`src/rtl/issue_sched_n.sv`:
```
// issue_sched_n: in-order multi-slot issue scheduler with a per-register countdown scoreboard,
// intra-group hazard checks, memory-port and branch limits, and a RUN/HALT state machine.
module issue_sched_n #(
    parameter int ISSUE_W   = 2,
    parameter int ALU_LAT   = 1,
    parameter int LD_LAT    = 2,
    parameter int MEM_PORTS = 1
) (
    input  logic                   clk,
    input  logic                   rst,
    input  logic                   flush,
    input  logic [ISSUE_W-1:0]     slot_valid,
    input  logic [5*ISSUE_W-1:0]   slot_rs1,
    input  logic [5*ISSUE_W-1:0]   slot_rs2,
    input  logic [5*ISSUE_W-1:0]   slot_rd,
    input  logic [ISSUE_W-1:0]     slot_use_rs1,
    input  logic [ISSUE_W-1:0]     slot_use_rs2,
    input  logic [ISSUE_W-1:0]     slot_reg_write,
    input  logic [ISSUE_W-1:0]     slot_mem_read,
    input  logic [ISSUE_W-1:0]     slot_mem_write,
    input  logic [ISSUE_W-1:0]     slot_branch,
    input  logic [ISSUE_W-1:0]     slot_system,
    output logic [ISSUE_W-1:0]     issue_mask,
    output logic [2:0]             issue_count,
    output logic                   stall_if,
    output logic [31:0]            busy_vec,
    output logic [31:0]            load_pending_vec,
    output logic                   halted
);
    typedef enum logic {RUN, HALT} state_t;

    state_t             r_state, w_state_nxt;
    logic [2:0]         r_cnt [32];
    logic [31:0]        r_ld;
    logic               w_run;
    logic               w_chain;
    logic               w_sb, w_intra, w_struct;
    logic [2:0]         w_mem_cnt;
    logic [4:0]         w_rs1 [ISSUE_W];
    logic [4:0]         w_rs2 [ISSUE_W];
    logic [4:0]         w_rd  [ISSUE_W];
    logic [ISSUE_W-1:0] w_src1, w_src2, w_dst, w_mem, w_prev_br, w_hazard;

    for (genvar k = 0; k < ISSUE_W; k++) begin : g_slot
        assign w_rs1[k]  = slot_rs1[5*k +: 5];
        assign w_rs2[k]  = slot_rs2[5*k +: 5];
        assign w_rd[k]   = slot_rd[5*k +: 5];
        assign w_src1[k] = slot_use_rs1[k] && w_rs1[k] != 5'd0;
        assign w_src2[k] = slot_use_rs2[k] && w_rs2[k] != 5'd0;
        assign w_dst[k]  = slot_reg_write[k] && w_rd[k] != 5'd0;
        assign w_mem[k]  = slot_valid[k] & (slot_mem_read[k] | slot_mem_write[k]);
        if (k == 0) begin : g_first
            assign w_prev_br[k] = 1'b0;
        end else begin : g_rest
            assign w_prev_br[k] = slot_valid[k-1] & slot_branch[k-1];
        end
    end

    always_comb begin
        busy_vec = '0;
        for (int r = 1; r < 32; r++)
            busy_vec[r] = r_cnt[r] != 3'd0;
        load_pending_vec = r_ld & busy_vec;
    end

    // Slot 0 only waits on loads; younger slots see no forwarding, so any busy operand blocks.
    always_comb begin
        w_hazard  = '0;
        w_mem_cnt = '0;
        w_sb      = 1'b0;
        w_intra   = 1'b0;
        w_struct  = 1'b0;
        for (int k = 0; k < ISSUE_W; k++) begin
            w_mem_cnt = w_mem_cnt + {2'b0, w_mem[k]};
            w_sb = (k == 0) ? ((w_src1[k] & load_pending_vec[w_rs1[k]]) | (w_src2[k] & load_pending_vec[w_rs2[k]]))
                            : ((w_src1[k] & busy_vec[w_rs1[k]]) | (w_src2[k] & busy_vec[w_rs2[k]]) |
                               (w_dst[k] & busy_vec[w_rd[k]]));
            w_intra = 1'b0;
            for (int j = 0; j < ISSUE_W; j++)
                if (j < k)
                    w_intra = w_intra | (slot_valid[j] & (
                        (w_dst[j] & ((w_src1[k] & (w_rs1[k] == w_rd[j])) | (w_src2[k] & (w_rs2[k] == w_rd[j])) |
                                     (w_dst[k] & (w_rd[k] == w_rd[j])))) |
                        (w_dst[k] & ((slot_use_rs1[j] & (w_rs1[j] == w_rd[k])) |
                                     (slot_use_rs2[j] & (w_rs2[j] == w_rd[k]))))));
            w_struct = (w_mem_cnt > 3'(MEM_PORTS)) | w_prev_br[k] | ((k != 0) & slot_branch[k]);
            w_hazard[k] = w_struct | (!slot_system[k] & (w_sb | w_intra));
        end
    end

    always_comb begin
        issue_mask  = '0;
        issue_count = '0;
        w_chain     = w_run & !flush;
        for (int k = 0; k < ISSUE_W; k++) begin
            issue_mask[k] = w_chain & slot_valid[k] & !w_hazard[k];
            w_chain       = issue_mask[k];
            issue_count   = issue_count + {2'b0, issue_mask[k]};
        end
        stall_if = slot_valid[0] & !issue_mask[0] & w_run & !flush;
    end

    always_ff @(posedge clk)
        r_state <= rst ? RUN : w_state_nxt;

    always_comb
        w_state_nxt = (r_state == RUN && |(issue_mask & slot_system)) ? HALT : r_state;

    always_comb begin
        w_run  = r_state == RUN;
        halted = r_state == HALT;
    end

    // A fresh issue to a register overrides its same-edge decrement.
    always_ff @(posedge clk) begin
        if (rst || flush) begin
            for (int r = 0; r < 32; r++)
                r_cnt[r] <= 3'd0;
            r_ld <= '0;
        end else begin
            for (int r = 1; r < 32; r++) begin
                if (r_cnt[r] != 3'd0)
                    r_cnt[r] <= r_cnt[r] - 3'd1;
                if (r_cnt[r] == 3'd1)
                    r_ld[r] <= 1'b0;
            end
            for (int k = 0; k < ISSUE_W; k++)
                if (issue_mask[k] && w_dst[k]) begin
                    r_cnt[w_rd[k]] <= slot_mem_read[k] ? 3'(LD_LAT) : 3'(ALU_LAT);
                    r_ld[w_rd[k]]  <= slot_mem_read[k];
                end
        end
    end
endmodule

```
`config.mk`:
```
export PLATFORM = sky130hd
export DESIGN_NAME = issue_sched_n
export DESIGN_NICKNAME = d
export VERILOG_FILES = /design/src/rtl/issue_sched_n.sv
export SDC_FILE = /design/constraint.sdc
export NUM_CORES = 1
export LEC_CHECK = 0
export CELL_PAD_IN_SITES_DETAIL_PLACEMENT = 0
export CELL_PAD_IN_SITES_GLOBAL_PLACEMENT = 1
export CORE_ASPECT_RATIO = 0.8
export CORE_MARGIN = 4
export CORE_UTILIZATION = 35
export DETAILED_ROUTE_END_ITERATION = 10
export PLACE_DENSITY = 0.73
export SLEW_MARGIN = 20
export SYNTH_ARGS = -nofsm -noshare
export SYNTH_HDL_FRONTEND = slang
export SYNTH_SLANG_ARGS = --single-unit
```
`constraint.sdc`:
```
create_clock -name clk -period 4.9 [get_ports clk]
set_input_delay 0.735 -clock clk [delete_from_list [all_inputs] [get_ports clk]]
set_output_delay 0.735 -clock clk [all_outputs]
set_load 0.01 [all_outputs]
```
==> results by group <==
Layout
  • Core occupancy in the finished layout: between 40% and 50%
  • Non-filler cells, final: approximately 2000
  • Fraction of final layout cells sized beyond drive strength 1: 15.4%
  • Final design area excluding fillers: about 15000 um^2
  • Most common library cell in the layout ignoring fill and taps: sky130_fd_sc_hd__inv_1
  • Highest-count cells in the layout ignoring fill and taps: sky130_fd_sc_hd__inv_1 (132), sky130_fd_sc_hd__clkdlybuf4s50_1 (113), sky130_fd_sc_hd__nor2_1 (105), sky130_fd_sc_hd__buf_4 (100), sky130_fd_sc_hd__ha_1 (93)
  • Antenna Cells: 0
  • Net count reported at finish: between 1500 and 2000
  • Synth-to-Final Area Change: 22.8%

Placement
  • Detailed-placement wirelength estimate: between 30000 and 40000 um
  • Total placed instance area: between 10000 and 15000 um^2
  • Gp weighted congestion: approximately 1
  • Post-Place Worst Slack: roughly 120 ps
  • Port Buffers: between 100 and 150
  • Post-Place Cells: about 2000

Power
  • Sw Ratio: between 30% and 40%
  • Total power of the final layout: ~5.0 mW
  • Total net switching power: just under 2 mW
  • Logic pwr share: ~45%
  • Clock power share: approximately 28%
  • Cell leakage power: between 5 and 6 nW
  • Total power divided by cell area: ~340 nW/um^2
  • VDD IR max: ~220 uV
  • Power share of the sequential group: between 20% and 30%
  • Internal portion of total power: between 3 and 4 mW

Clocking
  • Clock-pin slew reported for the worst setup and hold paths after clock tree synthesis: 60 ps
  • Hold buffers post-CTS: 0
  • CTS Sinks: 125
  • Maximum clock insertion buffer count: 2
  • Root buffer selected by CTS: sky130_fd_sc_hd__clkbuf_16
  • H-tree depth: 4
  • TritonCTS clock tree: yes
  • Clk_lat worst skew: 440 ps
  • Number of buffers added by the clock tree synthesis step: 17

Floorplanning
  • Core outline area: between 30000 and 40000 um^2
  • Count of pins on the block boundary: 120
  • FP Rows: 60
  • Initial cell density of the core: 35.4%
  • Vert. Die Dim: between 150 and 200 um
  • Die ar.: ~37000 um^2
  • Horizontal die dimension: ~210 um

Timing
  • Max Slew Vio Count: 0
  • Hold violation count in the final report: 0
  • Setup repair after global routing missed its margin: no
  • Least setup slack across all paths after layout: roughly 170 ps
  • Crit share post-route: a little over nine tenths
  • Worst-case clock skew: between 10 and 15 ps
  • Final min period: 4730 ps
  • Post-route worst hold slack: between 500 and 600 ps
  • Setup TNS: 0 ps
  • Transition time at the pin with the least slew margin: 1070 ps
  • Relative slew slack: slightly below 30%
  • Final setup vio count: 0
  • Peak Freq: 211 MHz

Setup path
  • Required time at the worst-slack endpoint: 4160 ps
  • Delay of the slowest cell on the worst path: a little over 500 ps
  • Critical register-to-register path startpoint: r_cnt[26][0]
  • Critical path's slowest cell: sky130_fd_sc_hd__clkdlybuf4s50_1
  • Data arrival time of the worst path: 4000 ps
  • Kind of capture point of the worst setup path: primary output
  • Setup crit start kind: flip-flop
  • CP Max Fanout: 6
  • List of cells traversed by the critical path: inv_1, ha_1, nor2b_4, inv_2, mux4_2, mux4_2, nand3_1, nand2_1, a211oi_2, nor2_1, nor2_2, ha_1, clkdlybuf4s50_1
  • Critical Path Start: r_cnt[19][0]
  • Class of the most critical setup path: reg2out

Synthesis
  • Mean area per synthesized cell: ~8 um^2
  • Sequential-to-total area share from yosys stat: 26.3%
  • Top FF cell, synth: sky130_fd_sc_hd__dfxtp_1
  • Seq cells post-synth: ~130
  • Async S/R FF share, synth: 0%
  • Post-synth cell types: 83
  • Combined area of all synthesized cells: ~12000 um^2
  • Gate count after technology mapping: ~1400
  • Count of warnings emitted by yosys: 0
  • Count of flip-flops with a built-in enable after synthesis: 62

Routing
  • Wire per inst: between 20 and 30 um
  • Total wire length after detailed routing: between 50000 and 60000 um
  • Sum of routed wire segments on met1: 22500 um
  • Vias per inst: a little over 6
  • DR WL met3: 6230 um
  • First drt pass iteration count: 8
  • Antenna violation net count after detailed routing: 0
  • Top routing layer in use: met5
  • Total via count after detailed routing: 12200
  • Count of unresolved DRC violations after routing: 0
  • Initial drt markers: approximately 1600
  • WL met2: 21800 um

Job
  • Number of max-cap violations: 0

Global route
  • Antenna violations before repair: 2
  • Global-route wire length before repair: ~76000 um
  • GRT Util Overall: between 20 and 30%
  • Maximum number of pins on one net before global-route repair: 55
  • GR Overflow Total: 0
  • Vias in the first global route: around 11000

Min path
  • Min-delay worst type: reg2reg
  • Worst Min Path Start: r_ld[3]

Outcome
  • Status: complete, no violations
metal layers:
layer  vias to the layer above  GRT usage (%)
met5                         -              0
met4                         4           9.40
met3                       114           6.92
met2                       772           40.2
met1                      5841           38.5
li1                       5459              -
worst max-delay path, delay by kind of cell, from the launching register on:
| family | cells | cell delay [ps] |
|---|---|---|
| AO/OA/AOI/OAI | 1 | 240 |
| flip-flops | 1 | 420 |
| AND/OR/NAND/NOR | 5 | 690 |
| multiplexers | 2 | 950 |
| adder cells (fa/ha/maj) | 2 | 520 |
| buffers and inverters | 3 | 740 |
power groups by stage:
stage / sequential (mW) / combinational [mW] / clock, mW
6_report: 1.34 / 2.21 / 1.41
5_1_grt: 1.35 / 2.37 / 1.46
4_1_cts: 1.33 / 2.14 / 1.42
3_5_place_dp: 1.36 / 2.12 / 0
3_3_place_gp: 1.35 / 2.11 / 0
2_1_floorplan: 1.33 / 1.17 / 0
cells in the mapped netlist, types with 8 or more instances:
cell type	n	area [um^2]
sky130_fd_sc_hd__a211oi_1	8	60.1
sky130_fd_sc_hd__a21oi_1	61	305
sky130_fd_sc_hd__a221oi_1	9	78.8
sky130_fd_sc_hd__a311oi_1	21	184
sky130_fd_sc_hd__a31oi_1	33	206
sky130_fd_sc_hd__and2_1	21	131
sky130_fd_sc_hd__and3_1	16	100
sky130_fd_sc_hd__buf_1	11	41.3
sky130_fd_sc_hd__buf_2	19	95.1
sky130_fd_sc_hd__clkbuf_1	70	263
sky130_fd_sc_hd__dfxtp_1	63	1260
sky130_fd_sc_hd__edfxtp_1	62	1860
sky130_fd_sc_hd__ha_1	94	1180
sky130_fd_sc_hd__inv_1	133	499
sky130_fd_sc_hd__inv_2	13	48.8
sky130_fd_sc_hd__mux2_2	19	214
sky130_fd_sc_hd__mux2i_1	86	861
sky130_fd_sc_hd__mux4_2	13	293
sky130_fd_sc_hd__nand2_1	85	319
sky130_fd_sc_hd__nand2b_1	18	113
sky130_fd_sc_hd__nand3_1	66	330
sky130_fd_sc_hd__nand3b_1	15	113
sky130_fd_sc_hd__nand4_1	20	125
sky130_fd_sc_hd__nor2_1	108	405
sky130_fd_sc_hd__nor2b_1	20	125
sky130_fd_sc_hd__nor2b_2	17	149
sky130_fd_sc_hd__nor3_1	39	195
sky130_fd_sc_hd__nor3_2	11	110
sky130_fd_sc_hd__nor4_1	27	169
sky130_fd_sc_hd__o211ai_1	12	90.1
sky130_fd_sc_hd__o21ai_0	51	255
sky130_fd_sc_hd__o22ai_1	13	81.3
sky130_fd_sc_hd__or2_2	8	50.1
sky130_fd_sc_hd__or3_1	22	138
sky130_fd_sc_hd__or4_1	11	82.6
sky130_fd_sc_hd__xnor2_1	12	105
sky130_fd_sc_hd__xor2_1	13	114
cells by family after synthesis:
kind of cell               count (synthesis)  share of synthesized area [%]
and+or+nand+nor                          537                           25.3
AOI/OAI and AO/OA                        283                           16.0
buffers and inverters                    255                           8.60
DFF                                      125                           26.3
muxes                                    122                           12.1
adders and majority gates                 94                           9.89
xor gates and xnor gates                  25                           1.84
other                                      1                         0.0315
timing repair:
item / in CTS / in global routing
setup endpoints to repair: 0 / 3
gates resized for setup: 0 / 19
buffers inserted: 0 / 2
final cells by class:
cell class / count / area, um^2
Tap cell: 434 / 543
Timing Repair Buffer: 217 / 1930
Fill cell: 3361 / 19000
Multi-Input combinational cell: 1064 / 7840
Clock buffer: 17 / 425
Inverter: 146 / 548
Clock inverter: 14 / 194
Sequential cell: 125 / 3120
state kept, by name, indices dropped and copies added, names as in the netlist:
register	count
r_cnt	93
r_ld	31
halted	1
path summary, 6_finish.rpt:
| kind | endpoint | slack, ps | depth (start not counted) |
|---|---|---|---|
| worst min register to register | r_ld[3] | 520 | 2 |
| worst min-delay path | r_ld[3] | 520 | 2 |
| worst max register to register | r_cnt[25][1] | 640 | 17 |
| worst max-delay path | issue_count[0] | 170 | 13 |
Note: power is estimated with default switching activity, not from simulation.
